## src/rtl/sys_ctrl_tx_pkg.sv

```systemverilog
// rtl/sys_ctrl_tx_pkg.sv - shared widths and TX state encoding for the system controller
package sys_ctrl_tx_pkg;
  localparam int DATA_WIDTH = 8;
  localparam int ALU_WIDTH  = 2 * DATA_WIDTH;

  localparam logic [1:0] ST_IDLE        = 2'd0;
  localparam logic [1:0] ST_SEND_RD     = 2'd1;
  localparam logic [1:0] ST_SEND_ALU_LO = 2'd2;
  localparam logic [1:0] ST_SEND_ALU_HI = 2'd3;

  typedef enum logic [1:0] {
    IDLE        = ST_IDLE,
    SEND_RD     = ST_SEND_RD,
    SEND_ALU_LO = ST_SEND_ALU_LO,
    SEND_ALU_HI = ST_SEND_ALU_HI
  } tx_state_e;
endpackage

```

## src/rtl/sys_ctrl_tx_pend_slot.sv

```systemverilog
// rtl/sys_ctrl_tx_pend_slot.sv - single-entry pending holding register with overflow pulse
module tx_pend_slot #(
  parameter int WIDTH = 8
) (
  input  logic             clk,
  input  logic             rst,
  input  logic             load,
  input  logic             clear,
  input  logic [WIDTH-1:0] din,
  output logic [WIDTH-1:0] data,
  output logic             valid,
  output logic             ovf_pulse
);
  // A load arriving on the release edge refills the slot instead of being dropped.
  assign ovf_pulse = load & valid & ~clear;

  always_ff @(posedge clk or negedge rst) begin
    if (!rst) begin
      data  <= '0;
      valid <= 1'b0;
    end else if (load && (!valid || clear)) begin
      data  <= din;
      valid <= 1'b1;
    end else if (clear) begin
      valid <= 1'b0;
    end
  end
endmodule

```

## src/rtl/sys_ctrl_tx.sv

```systemverilog
// rtl/sys_ctrl_tx.sv - buffers RF read bytes and ALU results and serialises them into the TX FIFO
module sys_ctrl_tx
  import sys_ctrl_tx_pkg::*;
#(
  parameter int DATA_WIDTH = sys_ctrl_tx_pkg::DATA_WIDTH,
  parameter int ALU_WIDTH  = 2 * DATA_WIDTH
) (
  input  logic                  clk,
  input  logic                  rst,
  input  logic [DATA_WIDTH-1:0] RdData,
  input  logic                  RdData_Valid,
  input  logic [ALU_WIDTH-1:0]  ALU_OUT,
  input  logic                  OUT_Valid,
  input  logic                  FIFO_FULL,
  output logic [DATA_WIDTH-1:0] WR_DATA,
  output logic                  WR_INC,
  output logic                  busy,
  output logic                  ovf
);
  tx_state_e             state_q, state_n;
  logic [DATA_WIDTH-1:0] wr_data_q, wr_data_n;
  logic [DATA_WIDTH-1:0] rf_data;
  logic [ALU_WIDTH-1:0]  alu_data;
  logic                  rf_valid, alu_valid, rf_clear, alu_clear;
  logic                  rf_ovf, alu_ovf;

  tx_pend_slot #(.WIDTH(DATA_WIDTH)) u_rf_slot (
    .clk(clk), .rst(rst), .load(RdData_Valid), .clear(rf_clear), .din(RdData),
    .data(rf_data), .valid(rf_valid), .ovf_pulse(rf_ovf)
  );

  tx_pend_slot #(.WIDTH(ALU_WIDTH)) u_alu_slot (
    .clk(clk), .rst(rst), .load(OUT_Valid), .clear(alu_clear), .din(ALU_OUT),
    .data(alu_data), .valid(alu_valid), .ovf_pulse(alu_ovf)
  );

  assign WR_INC  = (state_q != IDLE) & ~FIFO_FULL;
  assign WR_DATA = wr_data_q;
  assign busy    = rf_valid | alu_valid | (state_q != IDLE);

  always_ff @(posedge clk or negedge rst) begin
    if (!rst) begin
      state_q   <= IDLE;
      wr_data_q <= '0;
      ovf       <= 1'b0;
    end else begin
      state_q   <= state_n;
      wr_data_q <= wr_data_n;
      if (rf_ovf || alu_ovf) ovf <= 1'b1;
    end
  end

  // The output byte is latched on entry to each SEND state so it stays stable across stalls.
  always_comb begin
    state_n   = state_q;
    wr_data_n = wr_data_q;
    rf_clear  = 1'b0;
    alu_clear = 1'b0;
    case (state_q)
      IDLE: begin
        if (rf_valid) begin
          state_n   = SEND_RD;
          wr_data_n = rf_data;
        end else if (alu_valid) begin
          state_n   = SEND_ALU_LO;
          wr_data_n = alu_data[DATA_WIDTH-1:0];
        end
      end
      SEND_RD: begin
        if (WR_INC) begin
          state_n  = IDLE;
          rf_clear = 1'b1;
        end
      end
      SEND_ALU_LO: begin
        if (WR_INC) begin
          state_n   = SEND_ALU_HI;
          wr_data_n = alu_data[ALU_WIDTH-1:DATA_WIDTH];
        end
      end
      SEND_ALU_HI: begin
        if (WR_INC) begin
          state_n   = IDLE;
          alu_clear = 1'b1;
        end
      end
      default: state_n = IDLE;
    endcase
  end
endmodule

```

## config.mk

```make
export PLATFORM = sky130hd
export DESIGN_NAME = sys_ctrl_tx
export DESIGN_NICKNAME = d
export VERILOG_FILES = /design/src/rtl/sys_ctrl_tx_pkg.sv /design/src/rtl/sys_ctrl_tx_pend_slot.sv /design/src/rtl/sys_ctrl_tx.sv
export SDC_FILE = /design/constraint.sdc
export NUM_CORES = 1
export LEC_CHECK = 0
export ABC_AREA = 1
export CORE_ASPECT_RATIO = 1.4
export CORE_MARGIN = 3
export CORE_UTILIZATION = 49
export DETAILED_ROUTE_END_ITERATION = 16
export HOLD_SLACK_MARGIN = 0.06
export PLACE_DENSITY = 0.78
export SKIP_CTS_REPAIR_TIMING = 1
export SYNTH_ARGS = -nofsm -noshare
export SYNTH_HDL_FRONTEND = slang
export SYNTH_SLANG_ARGS = --single-unit
```

## constraint.sdc

```tcl
create_clock -name clk -period 1.52 [get_ports clk]
set_input_delay 0.38 -clock clk [delete_from_list [all_inputs] [get_ports clk]]
set_output_delay 0.38 -clock clk [all_outputs]
set_load 0.02 [all_outputs]
```

==> results.tsv, run 1 <==
stage	metric	value	unit
outcome	run status	finished with violations	
outcome	failing checks	negative setup slack	
drt	initial DRC count	38	
worst_setup_path	CP max FO	2	
logic_synthesis	Syn Area/Cell	7.64	um^2
layout	area grow syn2layout	37.2	%
drt	first drt pass iteration count	4	
layout	ANT cells	0	
layout	fillcell total	272	
drt	via count	1577	
drt	WL final	3760	um
sta	fmax	638	MHz
drt	post-route ant nets	0	
sta	final hold vios	0	
clock_network	CTS Buffer Depth	2	
sta	Final WS setup	-0.0485	ns
global_route	GRT Residual Overflow	0	
global_route	first-pass GRT wire length	6440	um
sta	Setup-failing EPs final	1	
drt	Vias/cell	4.85	
die	die width	56.6	um
logic_synthesis	Post-Synthesis Net Count	259	
die	Die ar.	4350	um^2
logic_synthesis	Syn Inst Count	230	
sta	setup repair after global routing missed its margin	yes	
global_route	initial antenna violation count	0	
die	num rows	25	
layout	fin util	0.708	
clock_network	H-tree levels	2	
power	Power Total	0.00461	W
placement	Placed Cells	317	
clock_network	number of clock sinks	37	
sta	Period Utilization, post-route	1.03	
power	VDD IR max	1.31	mV
logic_synthesis	synthesized area	1760	um^2
logic_synthesis	number of flops mapped to enable cells by yosys	0	
layout	Finished Layout Cells	325	
die	Die Y	76.9	um
logic_synthesis	fraction of registers with async set/reset	1.00	
sta	clk_skew	0.00660	ns
logic_synthesis	register area share after synthesis	0.527	
placement	DP HPWL	2810	um
worst_setup_path	Data required, critical path	1.14	ns
sta	Fin Hold WS	0.458	ns
logic_synthesis	Commonest cells post-synth	112 x nand2_1, 37 x dfrtp_1, 35 x nand3_1	
global_route	vias in the first global route	1491	
clock_network	CTS Root Cell	clkbuf_8	
placement	number of I/O port buffers	39	
die	core area	3410	um^2
worst_setup_path	arrival time worst endpoint	1.19	ns
die	Initial Util	0.516	
logic_synthesis	Synth Warn #	0	
logic_synthesis	library cells used by synthesis	16	
global_route	largest net degree at the start of global routing	38	
min_path	HP Class	primary input to asynchronous set/reset pin	
clock_network	Worst-Skew Late Latency	0.29	ns
sta	relative slew slack	0.842	
sta	worst slew pin tran	0.235	ns
logic_synthesis	Synth top area share	0.527	
flow_run	# Max-Cap Violations	0	
sta	setup TNS	-0.0485	ns
placement	gpl congestion	0.784	
sta	final count of pins violating max slew	0	
logic_synthesis	most frequent cell after synthesis	nand2_1	
logic_synthesis	#FFs+latches synth	37	
power	pwr/cell area	1910	nW/um^2
clock_network	TritonCTS buffer count	5	
logic_synthesis	Synth area leaders	dfrtp_1 53%, nand2_1 24%, nand3_1 10%, inv_1 4.1%, nand2_2 1.8%	
logic_synthesis	Top FF cell, synth	dfrtp_1	
logic_synthesis	area leader, netlist	dfrtp_1	
worst_setup_path	CP Capture Type	output port	
worst_setup_path	CP Launch Type	primary input	
die	I/O pin count	40	
layout	layout cells sized above 1	0.126	
drt	wire per inst	11.6	um
global_route	overall routing resource usage	0.189	
layout	Net count, final	314	
worst_setup_path	crit path kind	primary input to output port	
drt	DR DRC count	0	
clock_network	CTS tree	built	
sta	post-route minimum period	1.57	ns
power	Leak	1.38	nW
clock_network	CTS clk-pin slew, worst paths	0.07	ns
-- stage by stage --
stage / worst slack [ns] / cell area (um^2)
after global routing: -0.117 / 2410
after detailed placement: -0.466 / 2290
final: -0.0485 / 2410
after floorplan: 0.331 / 1760
after global placement: -0.427 / 2290
after CTS: -0.475 / 2380
-- cells by family (layout without fill, tap and decap cells) --
kind of cell | count (synthesis) | after routing | share of synthesized area
flops | 37 | 37 | 0.527
simple gates | 158 | 158 | 0.384
compound gates | 5 | 5 | 0.0142
buf+inv | 30 | 85 | 0.0754
-- critical path, cell delays in order --
cell	delay, ns
clkdlybuf4s50_1	0.49
inv_1	0.06
nand2_1	0.08
inv_1	0.04
clkbuf_2	0.14
-- power by group --
group / switching (W) / total (W) / leakage [nW] / internal (W)
clock network: 0.000323 / 0.000683 / 0.0443 / 0.000359
logic: 0.00130 / 0.00222 / 0.880 / 0.000918
registers: 0.000257 / 0.00171 / 0.451 / 0.00145
total: 0.00188 / 0.00461 / 1.38 / 0.00273
-- placed cells by master, fill, tap and decap left out, types with 3 or more instances in the layout --
cell | Yosys | final
nand2_2 | 5 | 4
dlymetal6s2s_1 | 0 | 10
clkdlybuf4s50_1 | 0 | 28
o21ai_0 | 4 | 4
inv_1 | 19 | 19
inv_2 | 3 | 3
clkbuf_8 | 0 | 6
nand3_1 | 35 | 35
dfrtp_1 | 37 | 36
nand2_1 | 112 | 112
nand2_4 | 2 | 3
buf_4 | 2 | 14
-- sequential cells by signal (all words and copies together) (netlist names) --
| signal | flops |
|---|---|
| state_q | 2 |
| u_rf_slot.data | 8 |
| u_alu_slot.data | 16 |
| u_rf_slot.valid | 1 |
| WR_DATA | 8 |
| ovf | 1 |
| u_alu_slot.valid | 1 |
-- layout make-up --
cell class              count  area (um^2)  share of cell area
flip-flops and latches     37          927               0.384
inverters                  23         86.3              0.0358
well taps                  40         50.0              0.0207
clock buffers               7         86.3              0.0358
repair buffers             55          556               0.230
multi-input cells         163          707               0.293
-- routing by layer --
layer / up-vias / share of wire / global-route usage
li1: 819 / - / -
met1: 719 / 0.41 / 0.228
met2: 34 / 0.53 / 0.330
met3: 5 / 0.044 / 0.0455
met4: 0 / 0.015 / 0.0570
met5: - / 0 / 0
-- path summary, 6_finish.rpt --
path / from / endpoint / slack, ns / cells past startpoint
max in group asynchronous: rst / state_q[0]$_DFFE_PN0P_ / 0.86 / 2
setup reg to reg: state_q[0]$_DFFE_PN0P_ / WR_DATA[4]$_DFFE_PN0P_ / 0.24 / 6
hold reg to reg: WR_DATA[4]$_DFFE_PN0P_ / WR_DATA[4]$_DFFE_PN0P_ / 0.47 / 2
hold / removal: rst / WR_DATA[1]$_DFFE_PN0P_ / 0.46 / 2
min in group clk: WR_DATA[4]$_DFFE_PN0P_ / WR_DATA[4]$_DFFE_PN0P_ / 0.47 / 2
setup / recovery: FIFO_FULL / WR_INC / -0.05 / 5
No activity file was read; power rests on OpenSTA's default activity.
==> run 2, diff against run 1 <==
--- a/config.mk
+++ b/config.mk
@@ -8,10 +8,10 @@
 export ABC_AREA = 1
 export CORE_ASPECT_RATIO = 1.4
 export CORE_MARGIN = 3
-export CORE_UTILIZATION = 49
+export CORE_UTILIZATION = 50
 export DETAILED_ROUTE_END_ITERATION = 16
 export HOLD_SLACK_MARGIN = 0.06
-export PLACE_DENSITY = 0.78
+export PLACE_DENSITY = 0.8
 export SKIP_CTS_REPAIR_TIMING = 1
 export SYNTH_ARGS = -nofsm -noshare
 export SYNTH_HDL_FRONTEND = slang
==> constraint.sdc (replaced) <==
create_clock -name clk -period 1.88 [get_ports clk]
set_input_delay 0.47 -clock clk [delete_from_list [all_inputs] [get_ports clk]]
set_output_delay 0.47 -clock clk [all_outputs]
set_load 0.02 [all_outputs]
==> results.tsv, run 2 (synthesized netlist as in run 1, its figures left out) <==
stage	metric	value	unit
layout	most frequent cells in the layout	112 x nand2_1, 37 x clkdlybuf4s50_1, 36 x dfrtp_1	
power	clock share of power	0.167	
die	Initial Util	0.542	
global_route	overall routing resource usage	0.194	
worst_setup_path	arrival time worst endpoint	1.33	ns
worst_setup_path	Cell Chain, Critical Path	clkdlybuf4s50_1, inv_1, nand2_1, inv_1, dlymetal6s2s_1	
die	Die ar.	4270	um^2
power	Net Sw Frac	0.414	
sta	setup repair after global routing missed its margin	no	
clock_network	CTS Buffer Depth	2	
global_route	GRT Residual Overflow	0	
sta	fmax	556	MHz
die	core area	3240	um^2
placement	gpl congestion	0.822	
placement	number of I/O port buffers	39	
clock_network	Worst-Skew Late Latency	0.29	ns
power	Power Total	0.00364	W
worst_setup_path	Data required, critical path	1.41	ns
placement	Placed Cells	309	
layout	Final Instance Area	2320	um^2
sta	worst slew pin tran	0.464	ns
sta	final hold vios	0	
worst_setup_path	CP max stage cell	clkdlybuf4s50_1	
worst_setup_path	CP max FO	2	
die	Die Y	76.2	um
sta	clk_skew	0.00361	ns
clock_network	number of clock sinks	37	
global_route	initial antenna violation count	0	
global_route	first-pass GRT wire length	6560	um
global_route	vias in the first global route	1513	
layout	Biggest register	u_alu_slot.data	
sta	Fin Hold WS	0.471	ns
drt	via count	1546	
power	Leak	1.25	nW
worst_setup_path	CP Launch Type	primary input	
clock_network	TritonCTS buffer count	5	
layout	layout cells sized above 1	0.101	
drt	Vias/cell	4.88	
die	I/O pin count	40	
flow_run	# Max-Cap Violations	0	
power	register share of total power	0.383	
layout	Net count, final	306	
clock_network	CTS clk-pin slew, worst paths	0.07	ns
placement	dpl cell area	2210	um^2
power	Comb power frac	0.449	
die	die width	56.1	um
sta	Final WS setup	0.0825	ns
min_path	HP Class	flop to flop	
die	num rows	24	
layout	Finished Layout Cells	317	
clock_network	CTS Root Cell	clkbuf_8	
clock_network	H-tree levels	2	
clock_network	CTS tree	built	
drt	wire per inst	11.6	um
drt	WL final	3670	um
sta	final count of pins violating max slew	0	
sta	post-route minimum period	1.80	ns
worst_setup_path	crit path kind	primary input to output port	
power	Net Switching	0.00151	W
global_route	largest net degree at the start of global routing	38	
placement	DP HPWL	2660	um
outcome	run status	completed	
power	cell-internal power	0.00213	W
layout	ANT cells	0	
worst_setup_path	max incr delay on CP	0.48	ns
layout	max reg flops	16	
power	pwr/cell area	1570	nW/um^2
worst_setup_path	CP dominant cell by count	inv_1	
layout	most common cell after layout, fill and taps aside	nand2_1	
sta	Setup-failing EPs final	0	
layout	area grow syn2layout	31.9	%
drt	DR DRC count	0	
drt	post-route ant nets	0	
worst_setup_path	CP Capture Type	output port	
sta	relative slew slack	0.691	
power	VDD IR max	0.897	mV
drt	initial DRC count	54	
sta	Period Utilization, post-route	0.956	
placement	pre-CTS WS	-0.272	ns
drt	first drt pass iteration count	6	
layout	fillcell total	256	
-- run 2: cell types whose count changed in the layout (fill, tap and decap cells not counted) --
cell             delta
buf_12              -2
buf_4               -6
clkbuf_1            -1
clkbuf_2            -1
clkbuf_8            +1
clkdlybuf4s50_1     +9
clkinv_2            +1
dlymetal6s2s_1      -8
nand2_2             +1
nand2_4             -1
nor2_1              +1
nor2_2              -1
-- run 2: final cells by class --
class                   count  area, um^2  share of cell area
clock inverters             1        5.00             0.00216
inverters                  23        86.3              0.0372
well taps                  39        48.8              0.0210
repair buffers             47         455               0.196
multi-input cells         163         699               0.302
clock buffers               7        96.3              0.0416
flip-flops and latches     37         927               0.400
-- run 2: power groups by stage --
stage	combinational [W]	clock [W]	sequential, W
4_1_cts	0.00165	0.000617	0.00139
3_3_place_gp	0.00159	0	0.00140
3_5_place_dp	0.00163	0	0.00141
2_1_floorplan	0.00105	0	0.00146
6_report	0.00163	0.000609	0.00139
5_1_grt	0.00188	0.000655	0.00145
-- run 2: per-stage QoR --
| stage | setup TNS (ns) | utilization |
|---|---|---|
| after global placement | -0.246 | 0.682 |
| after floorplan | 0 | - |
| after CTS | -0.396 | 0.713 |
| final | 0 | 0.715 |
| after detailed placement | -0.272 | 0.682 |
| after global routing | 0 | 0.715 |
-- run 2: critical path: cells and delay by family --
| family | cells | cell delay [ns] |
|---|---|---|
| and+or+nand+nor | 1 | 0.09 |
| buffers and inverters | 4 | 0.77 |
-- run 2: worst paths after layout --
path                                         from                              end  slack, ns  cells after the start
min in group asynchronous                     rst    u_rf_slot.data[0]$_DFFE_PN0P_       0.60                      2
setup reg to reg           state_q[1]$_DFFE_PN0P_  u_alu_slot.data[15]$_DFFE_PN0P_       0.58                      6
setup / recovery                        FIFO_FULL                           WR_INC       0.08                      5
max in group asynchronous                     rst           state_q[0]$_DFFE_PN0P_       0.94                      2
hold reg to reg                   ovf$_DFFE_PN0P_                  ovf$_DFFE_PN0P_       0.47                      1
hold / removal                    ovf$_DFFE_PN0P_                  ovf$_DFFE_PN0P_       0.47                      1
-- run 2: layer usage --
layer | vias up | global-route usage | wire (um)
met4 | 0 | 0.0855 | 83
met1 | 705 | 0.228 | 1550
met5 | - | 0 | 0
li1 | 803 | - | -
met2 | 32 | 0.334 | 1910
met3 | 6 | 0.0407 | 130
